===== src/rtl/uart_pkg.sv =====
// Shared UART definitions: FSM state encoding and default bit timing.
package uart_pkg;

    localparam int unsigned CLKS_PER_BIT_DEFAULT = 16;
    localparam int unsigned DATA_BITS            = 8;
    localparam int unsigned STATE_W              = 2;

    localparam logic [1:0] ST_IDLE  = 2'd0;
    localparam logic [1:0] ST_START = 2'd1;
    localparam logic [1:0] ST_DATA  = 2'd2;
    localparam logic [1:0] ST_STOP  = 2'd3;

endpackage


===== src/rtl/sync_2ff.sv =====
// Two-flop synchronizer for a single asynchronous bit; resets to idle-high.
module sync_2ff (
    input  logic clk,
    input  logic rst_n,
    input  logic d,
    output logic q
);

    logic meta_q;
    logic sync_q;

    // Metastability-settling chain
    always_ff @(posedge clk or negedge rst_n) begin
        if (!rst_n) begin
            meta_q <= 1'b1;
            sync_q <= 1'b1;
        end else begin
            meta_q <= d;
            sync_q <= meta_q;
        end
    end

    assign q = sync_q;

endmodule


===== src/rtl/receiver.sv =====
// 8N1 UART receiver: mid-bit sampling, registered valid / frame_err pulses.
module receiver
    import uart_pkg::*;
#(
    parameter int unsigned CLKS_PER_BIT = CLKS_PER_BIT_DEFAULT
) (
    input  logic                 serial,
    input  logic                 clk,
    output logic [DATA_BITS-1:0] trans,
    input  logic                 rst_n,
    output logic                 valid,
    output logic                 frame_err
);

    localparam int unsigned CNT_W = $clog2(CLKS_PER_BIT) + 1;
    localparam logic [CNT_W-1:0] HALF_LAST = CNT_W'(CLKS_PER_BIT / 2 - 1);
    localparam logic [CNT_W-1:0] BIT_LAST  = CNT_W'(CLKS_PER_BIT - 1);
    localparam logic [2:0]       IDX_LAST  = 3'(DATA_BITS - 1);

    logic                 s;
    logic [STATE_W-1:0]   state_q, state_d;
    logic [CNT_W-1:0]     cnt_q, cnt_d;
    logic [2:0]           idx_q, idx_d;
    logic [DATA_BITS-1:0] shift_q, shift_d;
    logic [DATA_BITS-1:0] trans_q, trans_d;
    logic                 valid_q, valid_d;
    logic                 ferr_q, ferr_d;
    logic                 armed_q, armed_d;

    sync_2ff u_sync (
        .clk   (clk),
        .rst_n (rst_n),
        .d     (serial),
        .q     (s)
    );

    // State and datapath registers
    always_ff @(posedge clk or negedge rst_n) begin
        if (!rst_n) begin
            state_q <= ST_IDLE;
            cnt_q   <= '0;
            idx_q   <= '0;
            shift_q <= '0;
            trans_q <= '0;
            valid_q <= 1'b0;
            ferr_q  <= 1'b0;
            armed_q <= 1'b0;
        end else begin
            state_q <= state_d;
            cnt_q   <= cnt_d;
            idx_q   <= idx_d;
            shift_q <= shift_d;
            trans_q <= trans_d;
            valid_q <= valid_d;
            ferr_q  <= ferr_d;
            armed_q <= armed_d;
        end
    end

    // Next-state and output logic; armed_q blocks restart while a break holds the line low
    always_comb begin
        state_d = state_q;
        cnt_d   = cnt_q;
        idx_d   = idx_q;
        shift_d = shift_q;
        trans_d = trans_q;
        valid_d = 1'b0;
        ferr_d  = 1'b0;
        armed_d = armed_q;

        case (state_q)
            ST_IDLE: begin
                if (s) begin
                    armed_d = 1'b1;
                end else if (armed_q) begin
                    state_d = ST_START;
                    cnt_d   = '0;
                end
            end
            ST_START: begin
                if (cnt_q == HALF_LAST) begin
                    cnt_d = '0;
                    if (!s) begin
                        state_d = ST_DATA;
                        idx_d   = '0;
                    end else begin
                        state_d = ST_IDLE;
                    end
                end else begin
                    cnt_d = cnt_q + CNT_W'(1);
                end
            end
            ST_DATA: begin
                if (cnt_q == BIT_LAST) begin
                    cnt_d          = '0;
                    shift_d[idx_q] = s;
                    if (idx_q == IDX_LAST) begin
                        state_d = ST_STOP;
                        idx_d   = '0;
                    end else begin
                        idx_d = idx_q + 3'd1;
                    end
                end else begin
                    cnt_d = cnt_q + CNT_W'(1);
                end
            end
            ST_STOP: begin
                if (cnt_q == BIT_LAST) begin
                    cnt_d   = '0;
                    state_d = ST_IDLE;
                    armed_d = s;
                    if (s) begin
                        trans_d = shift_q;
                        valid_d = 1'b1;
                    end else begin
                        ferr_d = 1'b1;
                    end
                end else begin
                    cnt_d = cnt_q + CNT_W'(1);
                end
            end
            default: begin
                state_d = ST_IDLE;
            end
        endcase
    end

    assign trans     = trans_q;
    assign valid     = valid_q;
    assign frame_err = ferr_q;

endmodule


===== config.mk =====
export PLATFORM = sky130hd
export DESIGN_NAME = receiver
export DESIGN_NICKNAME = d
export VERILOG_FILES = /design/src/rtl/uart_pkg.sv /design/src/rtl/sync_2ff.sv /design/src/rtl/receiver.sv
export SDC_FILE = /design/constraint.sdc
export NUM_CORES = 1
export LEC_CHECK = 0
export ABC_AREA = 1
export CORE_MARGIN = 1
export CORE_UTILIZATION = 30
export CTS_BUF_LIST = sky130_fd_sc_hd__clkbuf_2
export CTS_CLUSTER_DIAMETER = 40
export DETAILED_ROUTE_END_ITERATION = 10
export GPL_TIMING_DRIVEN = 0
export PLACE_DENSITY = 0.46
export SLEW_MARGIN = 5
export SYNTH_ARGS = -nofsm -noshare
export SYNTH_HDL_FRONTEND = slang
export SYNTH_SLANG_ARGS = --single-unit

===== constraint.sdc =====
create_clock -name clk -period 1.5 [get_ports clk]
set_input_delay 0.45 -clock clk [delete_from_list [all_inputs] [get_ports clk]]
set_output_delay 0.45 -clock clk [all_outputs]
set_load 0.05 [all_outputs]

==> key figures, run 1 <==
Setup path
  • Crit end category: output port
  • Reg2reg start: cnt_q[0]
  • CP Cell Sequence: buf_2
  • Setup crit start: trans[0]
  • Maximum fanout along the worst path: 2
  • Worst stage delay on the critical path: about 370 ps
  • Data required, critical path: 1050 ps
  • Buf/Inv on CP: 1
  • Setup Crit Path Kind: flop to output port
  • Worst path top cell family by delay: flip-flops
  • Worst setup SP type: flop
  • Worst Path Arrival: 990 ps
  • Crit path max-delay cell type: dfrtp_1

Synthesis
  • YS warnings: 0
  • Mapped Area: ~1400 um^2
  • Flops & latches, synth: 31
  • Sequential share of the synthesized area: around 56%
  • Area share of the largest cell type after synthesis: 52.5%
  • Synth cell types: 23
  • Synthesized area per cell: between 8 and 9 um^2
  • Mapped Cells: around 160
  • Area leader, netlist: dfrtp_1
  • Area contributors post-synth: dfrtp_1, nand2_1, nand3_1
  • Syn_nets: between 150 and 200

CTS
  • Total CTS buffers: 5
  • Clock-pin slew on the worst setup and hold paths: ~180 ps
  • H-tree depth: 2
  • Clock buffer depth: 2
  • Clock sinks: 31
  • Root buffer cell: clkbuf_2
  • CTS tree: built
  • Cts hold-fix bufs: 0
  • Clock latency on the worst-skew pair: approximately 370 ps

Routing
  • DR pass1 iterations: 4
  • Final ANT Viol Nets: 0
  • Met3 wire len: approximately 90 um
  • Via count: 1081
  • Highest Signal Layer: met4
  • Total Routed Length: 2680 um
  • # DRC: 0
  • Via-to-Cell Ratio: 4.64
  • Drt wl/cell: about 12 um
  • Met2 wire length: 1210 um
  • Wl on met1: between 1000 and 1500 um
  • Initial DRC count: 76

Floorplan
  • Starting Density: a little under a third
  • Row count: 24
  • Placeable Area: between 4000 and 5000 um^2
  • Die Area: 4880 um^2
  • IO Pins: 13
  • Die height: between 60 and 70 um
  • Die X: about 70 um

Global route
  • First-pass GRT wire length: roughly 4600 um
  • Gr ovfl total: 0
  • Initial antenna violation count: 0
  • Total GRT Usage: 12.1%
  • Vias in the first global route: between 900 and 1000
  • Largest net degree at the start of global routing: 32

STA
  • Hold Violations, Final: 0
  • Final setup skew: about 28 ps
  • Max_slew headroom: a little over half
  • RSZ-0062 raised after global routing: yes
  • Final setup margin: between 50 and 60 ps
  • Pins over their slew limit: 0
  • Final period util: 96.1%
  • Final min period: between 1000 and 1500 ps
  • # setup viols final: 0
  • Max Freq: between 600 and 700 MHz
  • Least-Margin Pin Slew: 688 ps

Finish
  • Fraction of layout cells with a size suffix above 1: about a fifth
  • Area growth, synth to finish: 21.2%
  • ANT cells: 0
  • # nets final: between 150 and 200
  • Fillers: ~440
  • Final core area utilization: about two fifths

Power
  • Max VDD drop: 327 uV
  • PD cells: between 1000 and 1500 nW/um^2
  • P_leak: 0.000837 uW

Outcome
  • Status: finished clean

Job
  • Maxcap violations: 0

Place
  • Final HPWL DP: 1750 um
  • Place WS: -79.2 ps
  • I/O Buffers: 12
  • Routability cong.: ~0.77

Min path
  • Hold Path Class: input pin to asynchronous set/reset pin
-- layout by cell type, fill, tap and decap left out --
cell	n
xor2_1	1
ha_2	1
nand2_4	1
ha_4	2
bufinv_16	1
ha_1	1
clkbuf_2	5
inv_2	2
nand4_1	3
nand3_1	11
clkinv_4	1
nor2_1	9
and2_1	1
dfstp_2	2
inv_1	12
clkbuf_4	4
dfrtp_1	28
nand2_1	58
clkdlybuf4s50_1	1
nand3b_1	1
o21ai_0	6
o21ai_1	8
buf_4	6
buf_6	1
nand4_4	1
nand2_2	1
dfrtp_2	1
clkinv_2	1
nor2_4	3
o31ai_1	1
buf_2	5
o221ai_1	1
clkinv_1	1
-- cells by family after synthesis --
family / synth area share [%]
simple gates: 28.0
flops: 56.3
compound gates: 6.24
buf+inv: 5.25
fa+ha+maj: 3.62
xor+xnor: 0.634
-- final timing paths --
| path | end | slack [ps] | cells after the start |
|---|---|---|---|
| min in group clk | u_sync.q | 370 | 0 |
| max in group asynchronous | shift_q[6] | 950 | 1 |
| max | trans[0] | 60 | 1 |
| min | cnt_q[0] | 80 | 1 |
| min reg2reg | u_sync.q | 370 | 0 |
| max reg2reg | state_q[0] | 70 | 6 |
-- cell type report --
| type | count | area (um^2) | area share [%] |
|---|---|---|---|
| plain buffers | 1 | 11.3 | 0.672 |
| inverters | 15 | 61.3 | 3.66 |
| multi-input cells | 110 | 584 | 34.9 |
| repair buffers | 16 | 110 | 6.57 |
| well taps | 52 | 65.1 | 3.88 |
| clock inverters | 3 | 38.8 | 2.32 |
| clock buffers | 5 | 25.0 | 1.49 |
| flip-flops and latches | 31 | 779 | 46.5 |
-- power by group --
part	total [uW]	internal (uW)	switching [uW]
clock network	571	275	296
logic	457	183	274
registers	1010	913	94.9
-- registers in the layout (all words and copies together), names as in the netlist, named ones only --
name / flops
u_sync.q: 1
cnt_q: 5
trans: 8
state_q: 1
shift_q: 8
valid: 1
armed_q: 1
u_sync.meta_q: 1
frame_err: 1
idx_q: 3
-- synth_stat cells, drive strengths merged --
master and number:
dfrtp 29, clkinv 1, nand4 4, nand2 60, buf 1, nor2 11, o221ai 1, and2 1
inv 14, xor2 1, nand3 11, o21ai 14, nand3b 1, ha 4, o31ai 1, dfstp 2
-- what timing repair did --
action | CTS | global route
gates cloned | 0 | 1
setup buffers | 1 | 3
setup endpoints to repair | 12 | 23
gates resized for setup | 52 | 15
pin swaps | 0 | 2
hold endpoints to repair | 0 | 0
-- through the flow --
stage          hold slack (ps)  TNS, ps  total power (uW)  instance area (um^2)  std cells
2_1_floorplan              154        0              1300                  1380        156
3_3_place_gp               346   -18900              1400                  1570        220
3_5_place_dp               348     -655              1400                  1560        220
4_1_cts                   91.1        0              1990                  1590        229
5_1_grt                    101     -133              2180                  1680        233
6_report                  82.3        0              2040                  1680        233
-- routing by layer --
metal  vias to the layer above  GRT usage (%)
met1                       503           16.9
met3                         5           3.90
met4                         0           5.33
met2                        16           17.1
met5                         -              0
li1                        557              -
No activity file was read; power rests on OpenSTA's default activity.
==> run 2, diff against run 1 <==
- DONT_BUFFER_PORTS: unset -> 1
- PLACE_DENSITY: 0.46 -> 0.43
==> run 2 against run 1 <==
  * Non-clock buffer count shrank 10
  * Clock skew shrank 17 ps
  * Design area shrank 4.8%
  * Cell count shrank 4.3%
  * Fmax grew 0.65%
  * Power shrank 8.4%
  * Sequential share of layout area grew 3.0 points
  * Register-to-register slack is essentially flat
  * Combinational power grew 4%
  * Largest power group unchanged
==> key figures, run 2 (same netlist as run 1, synthesis figures left out) <==
Outcome
  • Status: finished clean

Floorplan
  • Placeable Area: ~4400 um^2
  • Die height: 69.9 um
  • IO Pins: 13
  • Die X: about 70 um
  • Die Area: 4880 um^2
  • Row count: 24
  • Starting Density: around a third

Job
  • Maxcap violations: 0

Routing
  • Via count: between 1000 and 1500
  • Final ANT Viol Nets: 0
  • Initial DRC count: 46
  • # DRC: 0
  • Total Routed Length: approximately 2700 um
  • DR pass1 iterations: 4
  • Drt wl/cell: 12.3 um
  • Via-to-Cell Ratio: around 4.7

Place
  • Place WS: between 30 and 40 ps
  • Routability cong.: between 0.7 and 0.8
  • Final HPWL DP: ~1800 um
  • Placed cells: between 200 and 250
  • I/O Buffers: 0

Setup path
  • Worst reg2reg path depth: 8
  • Setup crit start: idx_q[0]
  • Maximum fanout along the worst path: 4
  • Worst r2r dst: state_q[0]
  • Worst setup path endpoint: state_q[0]
  • Reg2Reg Setup Slack: just under 70 ps
  • Setup Crit Path Kind: flop to flop
  • Worst Path Arrival: 1700 ps
  • Data required, critical path: 1760 ps
  • Worst setup SP type: flop
  • Reg2reg start: idx_q[0]
  • Crit end category: flop

Finish
  • Fin cells: between 200 and 250
  • Fraction of layout cells with a size suffix above 1: a little over a fifth
  • Multi-input logic area: roughly 570 um^2
  • ANT cells: 0
  • FF/Latch Area: between 700 and 800 um^2
  • Fillers: around 460
  • Area growth, synth to finish: 15.4%
  • Commonest non-fill, non-tap cell in the layout: nand2_1
  • Final core area utilization: a little over a third
  • Most frequent cells in the layout: nand2_1, dfrtp_1, inv_1
  • # nets final: between 150 and 200

CTS
  • CTS tree: built
  • Clock buffer depth: 2
  • Clock latency on the worst-skew pair: roughly 350 ps
  • Root buffer cell: clkbuf_2
  • H-tree depth: 2
  • Total CTS buffers: 5
  • Clock-pin slew on the worst setup and hold paths: approximately 170 ps
  • Clock sinks: 31

Power
  • P_leak: between 0.0007 and 0.0008 uW
  • Max VDD drop: 354 uV
  • PD cells: 1170 nW/um^2

Global route
  • Gr ovfl total: 0
  • First-pass GRT wire length: around 4400 um
  • Initial antenna violation count: 0
  • Vias in the first global route: roughly 940
  • Largest net degree at the start of global routing: 32
  • Total GRT Usage: between 10% and 20%

STA
  • Final setup skew: about 12 ps
  • Max Freq: about 700 MHz
  • Hold Violations, Final: 0
  • # setup viols final: 0
  • Final period util: between 90 and 100%
  • Least-Margin Pin Slew: 437 ps
  • Final min period: 1430 ps
  • Setup TNS: 0 ps
  • Final setup margin: a little under 70 ps
  • Max_slew headroom: 70.9%
  • RSZ-0062 raised after global routing: yes
  • Pins over their slew limit: 0

Min path
  • Hold Path Class: input pin to flop
[run 2: through the flow]
step | hold slack, ps | instance area [um^2] | total power (uW)
finish | 71.1 | 1600 | 1860
global route | 0.951 | 1600 | 2000
CTS | 27.7 | 1520 | 1820
detailed placement | 155 | 1450 | 1380
global placement | 155 | 1450 | 1380
floorplan | 154 | 1380 | 1300
[run 2: metal layers]
layer	routed length [um]	up-vias	track usage (%)
met5	0	-	0
met4	19	0	5.33
met2	1200	24	16.6
li1	-	535	-
met3	114	2	4.76
met1	1400	494	16.1
[run 2: where the power goes]
group | internal, uW | switching [uW] | total (uW)
Clock | 115 | 280 | 395
Combinational | 186 | 289 | 475
Sequential | 913 | 81.9 | 995
Total | 1210 | 651 | 1860
[run 2: layout make-up]
class | count | area share, %
plain buffers | 1 | 0.706
clock buffers | 6 | 1.88
clock inverters | 2 | 0.549
inverters | 15 | 3.84
multi-input cells | 110 | 35.6
flip-flops and latches | 31 | 49.6
well taps | 52 | 4.08
repair buffers | 6 | 3.76
[run 2: worst min path at each step]
stage,end,from,depth (start not counted)
2_1_floorplan,asynchronous set/reset pin,rst_n,0
3_3_place_gp,armed_q,rst_n,0
3_5_place_dp,armed_q,rst_n,0
4_1_cts,u_sync.meta_q,serial,0
5_1_grt,u_sync.meta_q,serial,0
6_report,u_sync.meta_q,serial,0
[run 2: critical path: stages, from the launching register on]
cell,delay (ps)
dfrtp_2,460
ha_2,190
ha_1,170
nand3b_1,180
nand2_1,90
inv_1,50
nand3_1,60
nand2_1,40
and2_1,130
[run 2: repair_timing]
| action | in CTS | in global routing |
|---|---|---|
| hold buffers | 2 | 0 |
| buffers inserted | 0 | 4 |
| pin swaps | 0 | 2 |
| hold endpoints to repair | 31 | 0 |
| endpoints found under the setup margin | 3 | 25 |
| cloned | 0 | 1 |
| gates resized for setup | 3 | 13 |
